File: src/rtl/phase_diff.sv
// phase_diff: turns a stream of scaled-radian phase samples into wrapped
// per-sample phase increments (instantaneous frequency) in a two-stage pipeline.
module phase_diff #(
   parameter int REVERSE_ROTATION = 0,
   parameter int WIDTH_IN         = 16,
   parameter int WIDTH_OUT        = 16
) (
   input  logic                 clk,
   input  logic                 reset_n,
   input  logic                 clear,
   input  logic [WIDTH_IN-1:0]  i_tdata,
   input  logic                 i_tlast,
   input  logic                 i_tvalid,
   output logic                 i_tready,
   output logic [WIDTH_OUT-1:0] o_tdata,
   output logic                 o_tlast,
   output logic                 o_tvalid,
   input  logic                 o_tready
);
   localparam int WD = WIDTH_IN + 1;
   localparam logic signed [WD-1:0] ONE     = WD'(1) << (WIDTH_IN - 3);
   localparam logic signed [WD-1:0] TWO_ONE = WD'(1) << (WIDTH_IN - 2);

   logic                        en;
   logic [WIDTH_IN-1:0]         prev;
   logic signed [WD-1:0]        d_next;
   logic signed [WD-1:0]        s1_d;
   logic                        s1_last;
   logic                        s1_valid;
   logic signed [WD-1:0]        wrap_full;
   logic signed [WIDTH_IN-1:0]  wrapped;
   logic signed [WIDTH_IN-1:0]  rotated;
   logic [WIDTH_OUT-1:0]        result;

   assign en       = o_tready | ~o_tvalid;
   assign i_tready = en;

   // Difference carries one extra bit so the raw step never overflows.
   assign d_next = {i_tdata[WIDTH_IN-1], i_tdata} - {prev[WIDTH_IN-1], prev};

   always_comb begin
      wrap_full = s1_d;
      if (s1_d >= ONE) begin
         wrap_full = s1_d - TWO_ONE;
      end else if (s1_d < -ONE) begin
         wrap_full = s1_d + TWO_ONE;
      end
   end

   assign wrapped = WIDTH_IN'(wrap_full);
   assign rotated = (REVERSE_ROTATION != 0) ? -wrapped : wrapped;

   generate
      if (WIDTH_OUT < WIDTH_IN) begin : g_round
         localparam int SH = WIDTH_IN - WIDTH_OUT;
         logic signed [WD-1:0] rounded;
         // Extra headroom bit keeps round-half-up from overflowing at +max.
         assign rounded = {rotated[WIDTH_IN-1], rotated} + (WD'(1) << (SH - 1));
         assign result  = WIDTH_OUT'(rounded >>> SH);
      end else begin : g_bypass
         assign result = rotated;
      end
   endgenerate

   always_ff @(posedge clk or negedge reset_n) begin
      if (!reset_n) begin
         prev     <= '0;
         s1_d     <= '0;
         s1_last  <= 1'b0;
         s1_valid <= 1'b0;
         o_tdata  <= '0;
         o_tlast  <= 1'b0;
         o_tvalid <= 1'b0;
      end else if (clear) begin
         prev     <= '0;
         s1_valid <= 1'b0;
         o_tvalid <= 1'b0;
      end else if (en) begin
         s1_valid <= i_tvalid;
         o_tvalid <= s1_valid;
         if (i_tvalid) begin
            s1_d    <= d_next;
            s1_last <= i_tlast;
            prev    <= i_tlast ? '0 : i_tdata;
         end
         if (s1_valid) begin
            o_tdata <= result;
            o_tlast <= s1_last;
         end
      end
   end
endmodule

File: config.mk
export PLATFORM = sky130hd
export DESIGN_NAME = phase_diff
export DESIGN_NICKNAME = d
export VERILOG_FILES = /design/src/rtl/phase_diff.sv
export SDC_FILE = /design/constraint.sdc
export NUM_CORES = 1
export LEC_CHECK = 0
export BUFFER_PORTS_ARGS = -buffer_cell sky130_fd_sc_hd__buf_2
export CORE_UTILIZATION = 55
export DETAILED_ROUTE_END_ITERATION = 8
export HOLD_SLACK_MARGIN = 0.06
export PLACE_DENSITY = 0.77
export SKIP_LAST_GASP = 1
export SYNTH_ARGS = -nofsm -noshare
export SYNTH_HDL_FRONTEND = slang
export SYNTH_SLANG_ARGS = --single-unit
File: constraint.sdc
create_clock -name clk -period 2.9 [get_ports clk]
set_input_delay 0.435 -clock clk [delete_from_list [all_inputs] [get_ports clk]]
set_output_delay 0.435 -clock clk [all_outputs]
set_load 0.1 [all_outputs]
==> reports/qor.csv <==
metric;value;unit
route.detailed.drc;0;
r2r_cells;8;
worst-path-max-fanout;6;
slew-limit-headroom;26.4;%
synth_top_cell_by_area;dfrtp_1;
gp_congestion;0.833;
timing.fmax;462;MHz
drt-total-wl;5160;µm
max_cap_violations;0;
hold_violations;0;
finalSetupViolCount;0;
cts_resized;0;
ant_nets;0;
antenna_cells;0;
clockRootBuffer;clkbuf_8;
vias;2086;
layout_common_cells;53 x dfrtp_1, 40 x buf_2, 33 x nand2_1, 23 x inv_1, 23 x o21ai_0;
ys_ff_latch;53;
setup.worst_path.class;reg2reg;
rows;25;
rsz0062_at_grt;false;
critPathSlowestCell;fa_1;
outcome;complete, no violations;
worst_pin_slew;1.10;ns
r2r-start;prev[0]$_DFFE_PN0P_;
pin_count;41;
via_per_inst;5.38;
htree_num_levels;2;
die_h;73.5;µm
nNetsFinal;360;
clock_sinks;53;
start_kind;register;
synth_area;2810;µm²
avgSynthCellArea;10.1;µm²
tritoncts;done;
design_area;3180;µm²
numCtsBuffers;5;
reg2reg_slack;0.74;ns
grt_pass1_vias;2018;
p_leak;1.50;nW
drtIter0Drc;91;
synthCells;278;
cts_setup_buffers;0;
wl_per_cell;13.3;µm
yosysUniqueCellTypes;39;
r2r_end;s1_d[10]$_DFFE_PN0P_;
cp_data_arrival_time;2.35;ns
yosys-top-cells-area;dfrtp_1 47%, ha_1 7.6%, mux2_2 6.4%;
die_w;73.5;µm
min_period;2.16;ns
crit_path_max_incr_delay;0.42;ns
clk_pin_slew;0.10;ns
grt_max_degree;54;
dieArea;5400;µm²
min-delay-path-class;in2async;
drive_above_1_share;21.5;%
crit_start;prev[0]$_DFFE_PN0P_;
holdBufCountCts;0;
required;3.08;ns
seq_area_frac_synth;47.2;%
gr-usage-all-layers;22.0;%
start_util;58.3;%
synth_top_area_share;47.2;%
antenna_found_initial;0;
dp_hpwl;3890;µm
syn_to_final_growth;13.0;%
coreArea;4820;µm²
crit_end;s1_d[10]$_DFFE_PN0P_;
clock_skew;0.00699;ns
power_density;785;nW/µm²
mostFrequentLayoutCell;dfrtp_1;
dr.pass1.iters;4;
cts_buffer_depth;2;
peakVddDrop;0.584;mV
clk_latency;0.30;ns
fin_crit_sh;74.6;%
cp_cell_sequence;ha_1 -> fa_1 -> nor2b_1 -> o211ai_1 -> a21oi_2 -> a41oi_1 -> xnor2_1 -> o21ai_0;
fillerInstances;428;
overflow;0;
port-buffer-count;40;
setup_tns;0;ns
dpl_cell_area;3080;µm²
slew_viol_final;0;
synth_nets;318;
grt_pass1_wl;9110;µm
ys_warn_count;0;
setup.worst_path.end_class;register;
## worst max-delay path: cells and delay by family, from the launching register on
kind | cells | cell delay [ns]
xor gates and xnor gates | 1 | 0.17
AOI/OAI and AO/OA | 4 | 0.69
and+or+nand+nor | 1 | 0.16
DFF | 1 | 0.39
adders and majority gates | 2 | 0.64
## final cells by class
cell class | count | area, µm² | area share, %
Sequential cell | 53 | 1330 | 41.8
Clock buffer | 5 | 68.8 | 2.17
Timing Repair Buffer | 43 | 223 | 7.01
Inverter | 23 | 86.3 | 2.72
Clock inverter | 3 | 25.0 | 0.788
Multi-Input combinational cell | 194 | 1360 | 42.9
Tap cell | 67 | 83.8 | 2.64
## flip-flops by register name (all words and copies together), names as in the netlist
name      cells
o_tlast       1
s1_valid      1
o_tvalid      1
prev         16
o_tdata      16
s1_last       1
s1_d         17
## cells in the mapped netlist (all sizes together)
cell     count
nand2       33
fa           1
xor2         4
o211ai       2
and3b        1
o2111ai      1
a22o        16
nor2        11
dfrtp       53
clkbuf       4
a211o        2
nand3        3
a21oi       17
nand2b       3
ha          17
nor3         4
a211oi       1
nor3b        2
a21o         5
o31a         1
and2         1
mux2        16
nor2b        4
nand4        1
a41oi        1
a21boi       2
a221oi       2
o31ai        4
o21bai       2
nor4         1
o21a         3
xnor2        7
o21ai       24
buf          4
inv         23
a31oi        2
## power breakdown
| part | internal (mW) | total (mW) | switching [mW] | leakage (nW) |
|---|---|---|---|---|
| Clock | 0.175 | 0.422 | 0.247 | 0.0447 |
| Combinational | 0.243 | 1.11 | 0.870 | 0.780 |
| Sequential | 0.882 | 0.959 | 0.0771 | 0.679 |
## worst min path at each step
stage                         endpoint  slack, ns  cells after the start
2_1_floorplan   o_tdata[0]$_DFFE_PN0P_       0.14                      0
3_3_place_gp   o_tdata[14]$_DFFE_PN0P_       0.46                      2
3_5_place_dp      s1_d[12]$_DFFE_PN0P_       0.47                      2
4_1_cts            prev[3]$_DFFE_PN0P_       0.26                      2
5_1_grt            prev[2]$_DFFE_PN0P_       0.30                      2
6_report           prev[2]$_DFFE_PN0P_       0.23                      2
## stage by stage
step	instances	setup WS, ns	total power [mW]	utilization [%]	hold slack, ns
3_5_place_dp	380	0.545	2.09	64.0	0.473
5_1_grt	388	0.569	2.64	65.9	0.295
3_3_place_gp	380	0.626	2.07	64.0	0.458
6_report	388	0.736	2.49	65.9	0.227
2_1_floorplan	278	0.304	1.89	-	0.139
4_1_cts	388	0.727	2.52	65.9	0.261
## logic make-up (layout without fill, tap and decap cells)
group | after synthesis | count (layout) | synth area share, %
adders and majority gates | 18 | 18 | 8.28
xor gates and xnor gates | 11 | 11 | 3.43
muxes | 16 | 16 | 6.41
and+or+nand+nor | 64 | 64 | 10.2
buffers and inverters | 31 | 74 | 4.32
DFF | 53 | 53 | 47.2
AOI/OAI and AO/OA | 85 | 85 | 20.2
## routing by layer
metal | vias up | global-route usage [%] | routed length [µm] | part of all wire, %
li1 | 1065 | - | - | -
met1 | 982 | 32.5 | 2720 | 53
met2 | 34 | 33.5 | 2250 | 44
met3 | 5 | 3.70 | 144 | 2.8
met4 | 0 | 5.77 | 48 | 0.93
met5 | - | 0 | 0 | 0
(Power assumes the default switching activity.)
